### src/rtl/m_mem_pkg.sv
// rtl/m_mem_pkg.sv - opcodes, state/size enums and load/store opcode decode for the MEM stage
package m_mem_pkg;

    localparam logic [5:0] OP_LB  = 6'h20;
    localparam logic [5:0] OP_LH  = 6'h21;
    localparam logic [5:0] OP_LW  = 6'h23;
    localparam logic [5:0] OP_LBU = 6'h24;
    localparam logic [5:0] OP_LHU = 6'h25;
    localparam logic [5:0] OP_SB  = 6'h28;
    localparam logic [5:0] OP_SH  = 6'h29;
    localparam logic [5:0] OP_SW  = 6'h2B;

    typedef enum logic [1:0] {IDLE, BUSY, DONE} mem_state_t;
    typedef enum logic [1:0] {BYTE, HALF, WORD} mem_size_t;

    typedef struct packed {
        logic      is_mem;
        logic      is_load;
        mem_size_t size;
        logic      sign;
    } mem_op_t;

    function automatic mem_op_t decode_mem_op(input logic [5:0] opcode);
        mem_op_t op;
        op = '{is_mem: 1'b0, is_load: 1'b0, size: WORD, sign: 1'b0};
        case (opcode)
            OP_LB:  op = '{is_mem: 1'b1, is_load: 1'b1, size: BYTE, sign: 1'b1};
            OP_LH:  op = '{is_mem: 1'b1, is_load: 1'b1, size: HALF, sign: 1'b1};
            OP_LW:  op = '{is_mem: 1'b1, is_load: 1'b1, size: WORD, sign: 1'b0};
            OP_LBU: op = '{is_mem: 1'b1, is_load: 1'b1, size: BYTE, sign: 1'b0};
            OP_LHU: op = '{is_mem: 1'b1, is_load: 1'b1, size: HALF, sign: 1'b0};
            OP_SB:  op = '{is_mem: 1'b1, is_load: 1'b0, size: BYTE, sign: 1'b0};
            OP_SH:  op = '{is_mem: 1'b1, is_load: 1'b0, size: HALF, sign: 1'b0};
            OP_SW:  op = '{is_mem: 1'b1, is_load: 1'b0, size: WORD, sign: 1'b0};
            default: ;
        endcase
        return op;
    endfunction

endpackage

### src/rtl/m_lsu_align.sv
// rtl/m_lsu_align.sv - byte-lane alignment: store enables/replication and load extraction/extension
module m_lsu_align
    import m_mem_pkg::*;
(
    input  logic [1:0]  st_off,
    input  mem_size_t   st_size,
    input  logic [31:0] st_data,
    output logic [3:0]  st_be,
    output logic [31:0] st_wdata,
    input  logic [31:0] ld_rdata,
    input  logic [1:0]  ld_off,
    input  mem_size_t   ld_size,
    input  logic        ld_sign,
    output logic [31:0] ld_data
);

    logic [7:0]  ld_byte;
    logic [15:0] ld_half;

    always_comb begin
        st_be    = 4'b1111;
        st_wdata = st_data;
        case (st_size)
            BYTE: begin
                st_be    = 4'b0001 << st_off;
                st_wdata = {4{st_data[7:0]}};
            end
            HALF: begin
                st_be    = st_off[1] ? 4'b1100 : 4'b0011;
                st_wdata = {2{st_data[15:0]}};
            end
            default: ;
        endcase
    end

    always_comb begin
        case (ld_off)
            2'd0:    ld_byte = ld_rdata[7:0];
            2'd1:    ld_byte = ld_rdata[15:8];
            2'd2:    ld_byte = ld_rdata[23:16];
            default: ld_byte = ld_rdata[31:24];
        endcase
        ld_half = ld_off[1] ? ld_rdata[31:16] : ld_rdata[15:0];
        case (ld_size)
            BYTE:    ld_data = {{24{ld_sign & ld_byte[7]}}, ld_byte};
            HALF:    ld_data = {{16{ld_sign & ld_half[15]}}, ld_half};
            default: ld_data = ld_rdata;
        endcase
    end

endmodule

### src/rtl/m_mem_stage.sv
// rtl/m_mem_stage.sv - MEM stage: load/store handshake FSM with wait states, timeout and sticky error
module m_mem_stage
    import m_mem_pkg::*;
#(
    parameter int TIMEOUT = 16
) (
    input  logic        clk,
    input  logic        reset,
    input  logic [31:0] instrM,
    input  logic [31:0] aluoutM,
    input  logic [31:0] writedataM,
    output logic [31:0] readdata,
    output logic        stallM,
    output logic        mem_req,
    output logic        mem_we,
    output logic [29:0] mem_addr,
    output logic [3:0]  mem_be,
    output logic [31:0] mem_wdata,
    input  logic [31:0] mem_rdata,
    input  logic        mem_ready,
    output logic        mem_err
);

    localparam int CNT_W = $clog2(TIMEOUT + 1);

    mem_state_t       state;
    mem_op_t          op;
    logic             misaligned;
    logic [CNT_W-1:0] cnt;
    logic [1:0]       lat_off;
    mem_size_t        lat_size;
    logic             lat_sign;
    logic             lat_load;
    logic [3:0]       st_be;
    logic [31:0]      st_wdata;
    logic [31:0]      ld_data;
    logic             unused_bits;

    assign op          = decode_mem_op(instrM[31:26]);
    assign unused_bits = ^instrM[25:0];
    assign misaligned  = ((op.size == WORD) && (aluoutM[1:0] != 2'b00)) ||
                         ((op.size == HALF) && aluoutM[0]);

    // Store side aligns the live address; load side uses what was latched at request time.
    m_lsu_align u_align (
        .st_off   (aluoutM[1:0]),
        .st_size  (op.size),
        .st_data  (writedataM),
        .st_be    (st_be),
        .st_wdata (st_wdata),
        .ld_rdata (mem_rdata),
        .ld_off   (lat_off),
        .ld_size  (lat_size),
        .ld_sign  (lat_sign),
        .ld_data  (ld_data)
    );

    always_comb begin
        stallM = 1'b0;
        if (!reset) begin
            case (state)
                IDLE:    stallM = op.is_mem;
                BUSY:    stallM = 1'b1;
                default: stallM = 1'b0;
            endcase
        end
    end

    always_ff @(posedge clk) begin
        if (reset) begin
            state     <= IDLE;
            mem_req   <= 1'b0;
            mem_we    <= 1'b0;
            mem_err   <= 1'b0;
            mem_addr  <= '0;
            mem_be    <= '0;
            mem_wdata <= '0;
            readdata  <= '0;
            cnt       <= '0;
            lat_off   <= '0;
            lat_size  <= WORD;
            lat_sign  <= 1'b0;
            lat_load  <= 1'b0;
        end else begin
            case (state)
                IDLE: begin
                    if (op.is_mem) begin
                        if (misaligned) begin
                            mem_err <= 1'b1;
                            if (op.is_load) readdata <= '0;
                            state <= DONE;
                        end else begin
                            mem_req   <= 1'b1;
                            mem_we    <= !op.is_load;
                            mem_addr  <= aluoutM[31:2];
                            mem_be    <= st_be;
                            mem_wdata <= st_wdata;
                            lat_off   <= aluoutM[1:0];
                            lat_size  <= op.size;
                            lat_sign  <= op.sign;
                            lat_load  <= op.is_load;
                            cnt       <= '0;
                            state     <= BUSY;
                        end
                    end
                end
                BUSY: begin
                    if (mem_ready) begin
                        if (lat_load) readdata <= ld_data;
                        mem_req <= 1'b0;
                        state   <= DONE;
                    end else if (cnt == CNT_W'(TIMEOUT - 1)) begin
                        mem_req <= 1'b0;
                        mem_err <= 1'b1;
                        if (lat_load) readdata <= '0;
                        state <= DONE;
                    end else begin
                        cnt <= cnt + 1'b1;
                    end
                end
                DONE:    state <= IDLE;
                default: state <= IDLE;
            endcase
        end
    end

endmodule

### config.mk
export PLATFORM = sky130hd
export DESIGN_NAME = m_mem_stage
export DESIGN_NICKNAME = d
export VERILOG_FILES = /design/src/rtl/m_mem_pkg.sv /design/src/rtl/m_lsu_align.sv /design/src/rtl/m_mem_stage.sv
export SDC_FILE = /design/constraint.sdc
export NUM_CORES = 1
export LEC_CHECK = 0
export ABC_AREA = 1
export CAP_MARGIN = 0
export CORE_UTILIZATION = 40
export DETAILED_ROUTE_END_ITERATION = 10
export GPL_TIMING_DRIVEN = 0
export PLACE_DENSITY = 0.78
export SYNTH_ARGS = -nofsm -noshare
export SYNTH_HDL_FRONTEND = slang
export SYNTH_HIERARCHICAL = 1
export SYNTH_SLANG_ARGS = --single-unit
### constraint.sdc
create_clock -name clk -period 2 [get_ports clk]
set_clock_uncertainty 0.1 [all_clocks]
set_input_delay 0.4 -clock clk [delete_from_list [all_inputs] [get_ports clk]]
set_output_delay 0.4 -clock clk [all_outputs]
set_load 0.01 [all_outputs]
==> impl_metrics.tcl, run 1 <==
set metrics [dict create \
    numCtsBuffers 17 \
    syn-num-nets 1009 \
    yosysTopAreaCellShare_pct 39.3 \
    die_width_um 123 \
    synth_top_area_cell "dfxtp_1" \
    viasPerCell 5.00 \
    pre_cts_ws_ps -855 \
    end_kind "register" \
    die_area_mm2 0.0150 \
    worstPathArrival_ps 2290 \
    multi_input_area_mm2 0.00333 \
    whs_ps 250 \
    row_count 43 \
    root_buffer "clkbuf_16" \
    ant_nets 0 \
    synth_top_family_by_area "simple AND/OR/NAND/NOR gates" \
    status "finished with violations" \
    syn_avg_cell_area_um2 6.64 \
    final_core_util_pct 66.7 \
    pwr-share-seq_pct 36.3 \
    async_reset_ff_share_pct 0 \
    startpoint_type "register" \
    path_buf_inv 4 \
    path_cells "ha_4 -> nand2_2 -> nor2_2 -> ha_2 -> nor2_4 -> inv_2 -> nor2_4 -> inv_2 -> nand3_2 -> nor2_4 -> nand2_4 -> buf_8 -> buf_8 -> o21ai_4 -> nor2_2" \
    routed_wl_um 19900 \
    gp_congestion 0.913 \
    yosys-top-cells-area "dfxtp_1 39%, nand2_1 21%, nor2_1 7.6%" \
    cp_slowest_stage_delay_ps 350 \
    critPathMaxFanout 5 \
    synth_fa_ha_area_share_pct 0.430 \
    cpLargestDelayFamily "simple AND/OR/NAND/NOR gates" \
    synth.most_common_cell "nand2_1" \
    synth-simple-area-share_pct 37.0 \
    drtIter0Drc 394 \
    ir_drop_mv 0.527 \
    swShare_pct 26.0 \
    dp_hpwl_um 13700 \
    synth_area_mm2 0.00581 \
    p_per_area_mw_per_mm2 694 \
    vias 6568 \
    worstHoldStart "instrM[27]" \
    synth_common_cells "328 x nand2_1, 118 x nor2_1, 114 x dfxtp_1" \
    hold_violations 0 \
    crit_slowest_cell "dfxtp_2" \
    cp_common_cell "nor2_4" \
    slew_violations 0 \
    min_period_over_period_pct 104 \
    worstReg2RegStart "cnt[0]$_SDFFE_PP0P_" \
    initial_utilization_pct 41.4 \
    required_ps 2220 \
    grt_pass1_wl_um 30700 \
    fin_nets 1254 \
    route.detailed.drc 0 \
    share_comb_of_total_power_pct 14.4 \
    die_h_um 123 \
    syn_inst 876 \
    tns_ps -1370 \
    synth_flop_cell "dfxtp_1" \
    clkSlewWorstSetupHoldPaths_ps 60 \
    post-route-worst-setup-slack_ps -74.0 \
    n_fill_cell 1181 \
    io_buffers 204 \
    max_freq_ghz 0.482 \
    wl_per_cell_um 15.1 \
    cap_violations 0 \
    total_power_w 0.00650 \
    setup_viol 31 \
    clkPwrFrac_pct 49.3 \
    seq_area_mm2 0.00228 \
    gr-total-overflow 0 \
    hold_path.class "primary input to register" \
    violations "negative setup slack" \
    ys_ff_latch 114 \
    clkSinkCount 114 \
    p_leak_nw 3.76 \
    synth-edff-count 0 \
    slew_headroom_pct 47.3 \
    synthToLayoutAreaGrowth_pct 61.1 \
    fp.coreArea_mm2 0.0140 \
    grtUsageTotal_pct 26.8 \
    cts.path.max_buffers 2 \
    io-pin-count 233 \
    grt_max_degree 17 \
    rsz0062_at_grt "yes" \
    cts_tree "yes" \
    p_int_w 0.00481 \
    synth_cell_types 31 \
    synth_compound_area_share_pct 13.9 \
    synth_xor_xnor_area_share_pct 0 \
    critPathKind "register to register" \
    startpoint "cnt[0]$_SDFFE_PP0P_" \
    drive_gt1_share_pct 19.0 \
    muxShareOfSynthArea_pct 0 \
    grt_pass1_vias 6245 \
    hold_buffers 0 \
    p_sw_w 0.00169 \
    htreeDepth 4 \
    yosysSeqAreaShare_pct 39.3 \
    period_minus_slack_ps 2070 \
    yosys_warnings 6 \
    drt_first_pass_iters 7 \
    clk_latency_ps 420 \
    antenna_found_initial 0 \
    antennaDiodeCount 0 \
    worst_pin_slew_ps 791 \
]
## cells in the final DEF, fill, tap and decap left out, types with 3 or more instances in the layout
| master | count |
|---|---|
| inv_1 | 27 |
| nand2_2 | 5 |
| o21ai_2 | 22 |
| clkbuf_1 | 25 |
| dfxtp_1 | 112 |
| o21ai_4 | 6 |
| o21ai_0 | 17 |
| a21oi_1 | 86 |
| buf_8 | 9 |
| inv_6 | 4 |
| nand3_2 | 25 |
| o21ai_1 | 5 |
| buf_4 | 20 |
| nand2_1 | 322 |
| nor2_4 | 11 |
| clkbuf_16 | 18 |
| clkbuf_2 | 6 |
| nor2_1 | 92 |
| buf_2 | 12 |
| buf_6 | 14 |
| buf_12 | 5 |
| inv_2 | 8 |
| clkinvlp_4 | 4 |
| nand3_1 | 19 |
| nor2_2 | 22 |
| bufinv_16 | 3 |
| clkdlybuf4s50_1 | 197 |
| nand2_4 | 3 |
| o211ai_1 | 11 |
## stage by stage
stage               instances  cell area [um^2]
global placement         1260              8080
finish                   1314              9360
detailed placement       1260              8080
global route             1314              9360
floorplan                 876              5810
CTS                      1312              9180
## sequential cells by signal, summed over array words and instances (netlist names)
name,count
mem_err,1
readdata,32
lat_load,1
mem_we,1
mem_wdata,32
lat_sign,1
state,2
mem_be,4
cnt,5
mem_req,1
lat_size,2
lat_off,2
mem_addr,30
## tightest hold or removal path, delay by kind of cell
kind            cells  cell delay (ps)
compound gates      1               50
buf+inv             1              150
simple gates        2              130
## per-layer routing
metal	GRT usage, %	share of wire, %	routed length (um)	vias to the layer above
met5	0	0	0	-
met4	11.5	2.7	535	0
met3	9.39	9.6	1900	44
met2	45.3	48	9490	292
met1	30.5	40	7950	2960
li1	-	-	-	3272
## kinds of logic after synthesis
family,after synthesis
simple gates,508
flops,114
buf+inv,100
fa+ha+maj,2
compound gates,152
## what timing repair did
action / in CTS / in global routing
endpoints found under the setup margin: 115 / 109
pin swaps: 26 / 34
setup buffers: 15 / 5
cloned: 5 / 1
gates resized for setup: 121 / 69
## power by group through the flow
stage                     combinational (W)  sequential (W)  clock (W)
after global placement             0.000827         0.00241          0
after detailed placement           0.000831         0.00241          0
after global routing                0.00102         0.00237    0.00335
final                              0.000935         0.00236    0.00320
after CTS                          0.000894         0.00236    0.00322
after floorplan                    0.000381         0.00243          0
## worst paths after layout
path / cells after the start / end / slack (ps)
worst min register to register: 2 / mem_err$_SDFFE_PP0P_ / 350
worst max register to register: 15 / readdata[20]$_SDFFE_PP0P_ / -70
worst min-delay path: 4 / lat_sign$_SDFFE_PP0P_ / 250
worst max-delay path: 15 / readdata[20]$_SDFFE_PP0P_ / -70
## area by class of cell
| cell class | instances | share of cell area, % |
|---|---|---|
| Clock buffer | 19 | 4.73 |
| Buffer | 62 | 4.92 |
| Multi-Input combinational cell | 662 | 35.6 |
| Timing Repair Buffer | 227 | 24.4 |
| Inverter | 37 | 1.67 |
| Tap cell | 180 | 2.41 |
| Clock inverter | 13 | 1.87 |
| Sequential cell | 114 | 24.4 |
No activity file was read; power rests on OpenSTA's default activity.
==> inputs of run 2 (changes only) <==
==> constraint.sdc (replaced) <==
create_clock -name clk -period 2 [get_ports clk]
set_clock_uncertainty 0.1 [all_clocks]
set_input_delay 0.2 -clock clk [delete_from_list [all_inputs] [get_ports clk]]
set_output_delay 0.2 -clock clk [all_outputs]
set_load 0.01 [all_outputs]
==> run 2 against run 1 <==
Effect of this change:
- fmax fell by 1.5%
- the run still ends with negative setup slack left
- sequential share of layout area fell by 0.19 points
- hold slack got worse by 35 ps
- global-route usage is 0.14 points lower
- clock power about the same
- first-iteration DRC count increased by 13%
- sequential cell count unchanged
- wire length is 1.3% higher
- highest routed layer unchanged
- combinational power increased by 1%
- power up 0.19%
- worst setup slack got worse by 32 ps
- final cell count increased by 0.38%
- critical path type unchanged
==> impl_metrics.tcl, run 2 (synthesis gave the netlist of run 1 again) <==
set metrics [dict create \
    clkSinkCount 114 \
    pwr-share-seq_pct 36.3 \
    drtIter0Drc 445 \
    antennaDiodeCount 0 \
    ff2ff_setup_slack_ps -110 \
    gr-total-overflow 0 \
    holdPathEnd "lat_sign$_SDFFE_PP0P_" \
    antenna_found_initial 0 \
    p_leak_nw 3.81 \
    row_count 43 \
    grt_pass1_vias 6183 \
    path_buf_inv 4 \
    fin_nets 1259 \
    setup_viol 30 \
    htreeDepth 4 \
    clkSlewWorstSetupHoldPaths_ps 60 \
    end_kind "register" \
    drt_first_pass_iters 7 \
    layout_commonest_cell "nand2_1" \
    io-pin-count 233 \
    cap_violations 0 \
    p_sw_w 0.00169 \
    hold_path.class "primary input to register" \
    grt_pass1_wl_um 30500 \
    dp_hpwl_um 13700 \
    placed_cells 1260 \
    gp_congestion 0.913 \
    whs_ps 215 \
    reg2reg_to "readdata[6]$_SDFFE_PP0P_" \
    die_width_um 123 \
    final_cells 1319 \
    numCtsBuffers 17 \
    seq_area_mm2 0.00228 \
    viasPerCell 5.05 \
    fp.coreArea_mm2 0.0140 \
    path_cells "ha_4 -> nand2_2 -> nor2_2 -> ha_2 -> nor2_4 -> inv_2 -> nor2_4 -> inv_2 -> nand3_2 -> nor2_4 -> nand2_4 -> buf_6 -> clkbuf_16 -> o21ai_2 -> nor2_1" \
    grtUsageTotal_pct 26.7 \
    wl_per_cell_um 15.3 \
    share_comb_of_total_power_pct 14.5 \
    top_regs "mem_wdata (32), readdata (32), mem_addr (30)" \
    cts_tree "yes" \
    final_core_util_pct 67.2 \
    clkPwrFrac_pct 49.2 \
    root_buffer "clkbuf_16" \
    vias 6657 \
    synthToLayoutAreaGrowth_pct 62.3 \
    post-route-worst-setup-slack_ps -106 \
    max_freq_ghz 0.475 \
    clk_latency_ps 420 \
    ir_drop_mv 0.560 \
    swShare_pct 26.0 \
    cpLargestDelayFamily "simple AND/OR/NAND/NOR gates" \
    routed_wl_um 20100 \
    required_ps 2210 \
    critPathMaxFanout 5 \
    cp_common_cell "nor2_4" \
    drive_gt1_share_pct 19.3 \
    die_area_mm2 0.0150 \
    die_h_um 123 \
    crit_slowest_cell "dfxtp_2" \
    hold_buffers 0 \
    multi_input_area_mm2 0.00333 \
    worstPathArrival_ps 2320 \
    cts.path.max_buffers 2 \
    p_int_w 0.00482 \
    pre_cts_ws_ps -655 \
    crit_cells 15 \
    n_fill_cell 1173 \
    slew_headroom_pct 46.9 \
    hold_violations 0 \
    initial_utilization_pct 41.4 \
    ant_nets 0 \
    worst_pin_slew_ps 796 \
    cp_slowest_stage_delay_ps 350 \
    route.detailed.drc 0 \
    rsz0062_at_grt "yes" \
    grt_max_degree 17 \
    min_period_over_period_pct 105 \
    final_cell_mix "322 x nand2_1, 200 x clkdlybuf4s50_1, 112 x dfxtp_1" \
    worstHoldStart "instrM[27]" \
    violations "negative setup slack" \
    period_minus_slack_ps 2110 \
    slew_violations 0 \
    critPathKind "register to register" \
    status "finished with violations" \
    p_per_area_mw_per_mm2 690 \
    startpoint_type "register" \
    io_buffers 204 \
    worst_hold_path.num_cells 4 \
    reg2reg_depth 15 \
    worstReg2RegStart "cnt[0]$_SDFFE_PP0P_" \
]
==> run 2: cell types whose count changed in the layout (fill, tap and decap cells not counted), sizes merged <==
cell | before | now
clkbuf | 50 | 48
clkdlybuf4s50 | 197 | 200
buf | 61 | 62
dlygate4sd2 | 0 | 3
==> run 2: cell type report <==
class,instances,share of cell area (%)
plain buffers,61,4.91
clock buffers,19,4.69
clock inverters,13,1.86
inverters,37,1.66
multi-input cells,662,35.3
flip-flops and latches,114,24.2
well taps,180,2.39
repair buffers,233,25.0
==> run 2: repair_timing <==
action                     CTS  global route
setup buffers               15            10
cloned                       5             2
resized for setup          107            79
setup endpoints to repair  113            65
pin swaps                   20            35
==> run 2: worst reg2reg max path: cells and delay by family, from the launching register on <==
family	cells	cell delay [ps]
adder cells (fa/ha/maj)	2	330
AND/OR/NAND/NOR	8	610
flip-flops	1	350
AO/OA/AOI/OAI	1	130
buffers and inverters	4	460
==> run 2: per-stage QoR <==
step / setup TNS, ps / total power, W / instance area, um^2
2_1_floorplan: 0 / 0.00281 / 5810
3_3_place_gp: -55830 / 0.00323 / 8080
3_5_place_dp: -57940 / 0.00324 / 8080
4_1_cts: -1630 / 0.00647 / 9160
5_1_grt: -5340 / 0.00673 / 9440
6_report: -1910 / 0.00651 / 9440
==> run 2: routing by layer <==
layer	up-vias	track usage, %	routed length [um]
li1	3282	-	-
met1	3004	30.7	7930
met2	333	44.7	9740
met3	38	9.39	1990
met4	0	11.2	473
met5	-	0	0
==> run 2: power groups by stage <==
stage	sequential, W	combinational [W]	clock, W
floorplan	0.00243	0.000381	0
global placement	0.00241	0.000827	0
detailed placement	0.00241	0.000831	0
CTS	0.00236	0.000892	0.00322
global route	0.00237	0.00103	0.00334
finish	0.00236	0.000947	0.00320
==> run 2: how the worst max path moves through the flow <==
stage	startpoint	endpoint	slack (ps)
2_1_floorplan	cnt[0]$_SDFFE_PP0P_	readdata[12]$_SDFFE_PP0P_	80
3_3_place_gp	instrM[31]	readdata[4]$_SDFFE_PP0P_	-630
3_5_place_dp	instrM[31]	readdata[1]$_SDFFE_PP0P_	-650
4_1_cts	cnt[1]$_SDFFE_PP0P_	readdata[0]$_SDFFE_PP0P_	-90
5_1_grt	cnt[0]$_SDFFE_PP0P_	readdata[15]$_SDFFE_PP0P_	-190
6_report	cnt[0]$_SDFFE_PP0P_	readdata[6]$_SDFFE_PP0P_	-110
==> inputs of run 3 (changes only) <==
--- a/config.mk
+++ b/config.mk
@@ -7,6 +7,7 @@
 export LEC_CHECK = 0
 export ABC_AREA = 1
 export CAP_MARGIN = 0
+export CORE_MARGIN = 3
 export CORE_UTILIZATION = 40
 export DETAILED_ROUTE_END_ITERATION = 10
 export GPL_TIMING_DRIVEN = 0
==> run 3 against run 2 <==
Effect of this change:
- the flow still finishes with violations (negative setup slack)
- hold slack worse by 97 ps
- cell area up 0.61%
- register-to-register slack better by 80 ps
- power up 2.8%
- via count down 1.1%
- utilization up 0.41 points
- worst setup slack better by 85 ps
- sequential cell count unchanged
==> impl_metrics.tcl, run 3 (synthesis gave the netlist of run 1 again) <==
set metrics [dict create \
    status "finished with violations" \
    violations "negative setup slack" \
    numCtsBuffers 17 \
    slew_headroom_pct 50.7 \
    routed_wl_um 20000 \
    cap_violations 0 \
    route.detailed.drc 0 \
    top_regs "mem_wdata (32), readdata (32), mem_addr (30)" \
    drt_first_pass_iters 5 \
    cts_tree "yes" \
    worstReg2RegStart "cnt[1]$_SDFFE_PP0P_" \
    ir_drop_mv 0.555 \
    ff2ff_setup_slack_ps -20 \
    min_period_over_period_pct 101 \
    final_cells 1311 \
    drtIter0Drc 445 \
    cts.path.max_buffers 2 \
    grt_pass1_wl_um 30300 \
    pre_cts_ws_ps -655 \
    grt_max_degree 17 \
    row_count 43 \
    grtUsageTotal_pct 23.4 \
    tns_ps -94.0 \
    rsz0062_at_grt "yes" \
    total_power_w 0.00669 \
    root_buffer "clkbuf_16" \
    die_h_um 127 \
    post-route-worst-setup-slack_ps -21.4 \
    max_freq_ghz 0.495 \
    hold_path.class "primary input to register" \
    clkSlewWorstSetupHoldPaths_ps 60 \
    end_kind "register" \
    fin_nets 1249 \
    worstPathArrival_ps 2220 \
    worst_hold_path.num_cells 4 \
    htreeDepth 4 \
    crit_slowest_cell "dfxtp_4" \
    fp.coreArea_mm2 0.0140 \
    worstHoldStart "instrM[29]" \
    p_leak_nw 3.86 \
    gp_congestion 0.925 \
    final_cell_mix "322 x nand2_1, 199 x clkdlybuf4s50_1, 112 x dfxtp_1" \
    clkSinkCount 114 \
    layout_commonest_cell "nand2_1" \
    die_width_um 127 \
    required_ps 2200 \
    synthToLayoutAreaGrowth_pct 63.3 \
    critPathKind "register to register" \
    cp_slowest_stage_delay_ps 360 \
    drive_gt1_share_pct 19.0 \
    viasPerCell 5.02 \
    reg2reg_to "readdata[28]$_SDFFE_PP0P_" \
    worst_pin_slew_ps 740 \
    p_per_area_mw_per_mm2 705 \
    hold_violations 0 \
    cp_common_cell "nor2_4" \
    reg2reg_depth 14 \
    io-pin-count 233 \
    hold_buffers 0 \
    wl_per_cell_um 15.2 \
    initial_utilization_pct 41.4 \
    vias 6581 \
    dp_hpwl_um 13900 \
    whs_ps 118 \
    die_area_mm2 0.0160 \
    placed_cells 1260 \
    critPathMaxFanout 8 \
    antenna_found_initial 2 \
    period_minus_slack_ps 2020 \
    gr-total-overflow 0 \
    setup_viol 11 \
    grt_pass1_vias 6172 \
    clk_latency_ps 420 \
    slew_violations 0 \
    startpoint_type "register" \
    holdPathEnd "lat_sign$_SDFFE_PP0P_" \
    io_buffers 204 \
    ant_nets 0 \
    path_cells "ha_4 -> nand2_4 -> nor2_4 -> ha_4 -> nor2_4 -> inv_2 -> nor2_4 -> inv_2 -> nand3_2 -> nor2_4 -> nand2_8 -> buf_6 -> o21ai_1 -> nor2_1" \
]
==> run 3: final cells by class <==
class / count / area [um^2]
fill: 1162 / 4550
timing repair buffer: 221 / 2220
multi-input combinational: 662 / 3430
clock inverter: 12 / 203
buffer: 63 / 509
tap: 180 / 225
inverter: 37 / 159
antenna: 2 / 5.00
sequential: 114 / 2290
clock buffer: 20 / 457
==> run 3: worst max-delay path by stage <==
stage | startpoint | to | slack (ps) | cells past startpoint
2_1_floorplan | cnt[0]$_SDFFE_PP0P_ | readdata[12]$_SDFFE_PP0P_ | 80 | 15
3_3_place_gp | instrM[31] | readdata[2]$_SDFFE_PP0P_ | -650 | 11
3_5_place_dp | instrM[28] | readdata[27]$_SDFFE_PP0P_ | -650 | 11
4_1_cts | cnt[0]$_SDFFE_PP0P_ | readdata[29]$_SDFFE_PP0P_ | -40 | 14
5_1_grt | cnt[1]$_SDFFE_PP0P_ | readdata[18]$_SDFFE_PP0P_ | -110 | 15
6_report | cnt[1]$_SDFFE_PP0P_ | readdata[28]$_SDFFE_PP0P_ | -20 | 14
==> run 3: per-layer routing <==
metal  part of all wire, %  global-route usage (%)
met1                    40                    27.7
met2                    48                    38.1
met3                    10                    10.2
met4                   2.0                    7.76
met5                     0                       0
==> run 3: worst max-delay path, delay by kind of cell, from the launching register on <==
kind	cells	cell delay [ps]
simple gates	8	700
flops	1	360
buf+inv	3	300
fa+ha+maj	2	300
compound gates	1	130
==> run 3: where the power goes <==
group,switching (W),leakage (nW),internal [W]
Clock,0.00111,0.321,0.00228
Sequential,0.0000379,0.922,0.00233
Combinational,0.000458,2.62,0.000475
Total,0.00161,3.86,0.00508
==> run 3: what timing repair did <==
| item | CTS | global route |
|---|---|---|
| pin swaps | 5 | 43 |
| setup buffers | 5 | 6 |
| gates cloned | 4 | 2 |
| setup endpoints to repair | 113 | 89 |
| resized for setup | 51 | 163 |
==> run 3: stage by stage <==
step | area (um^2) | utilization [%]
floorplan | 5810 | -
global placement | 8080 | 57.6
detailed placement | 8080 | 57.6
CTS | 8920 | 63.5
global route | 9490 | 67.6
finish | 9490 | 67.6
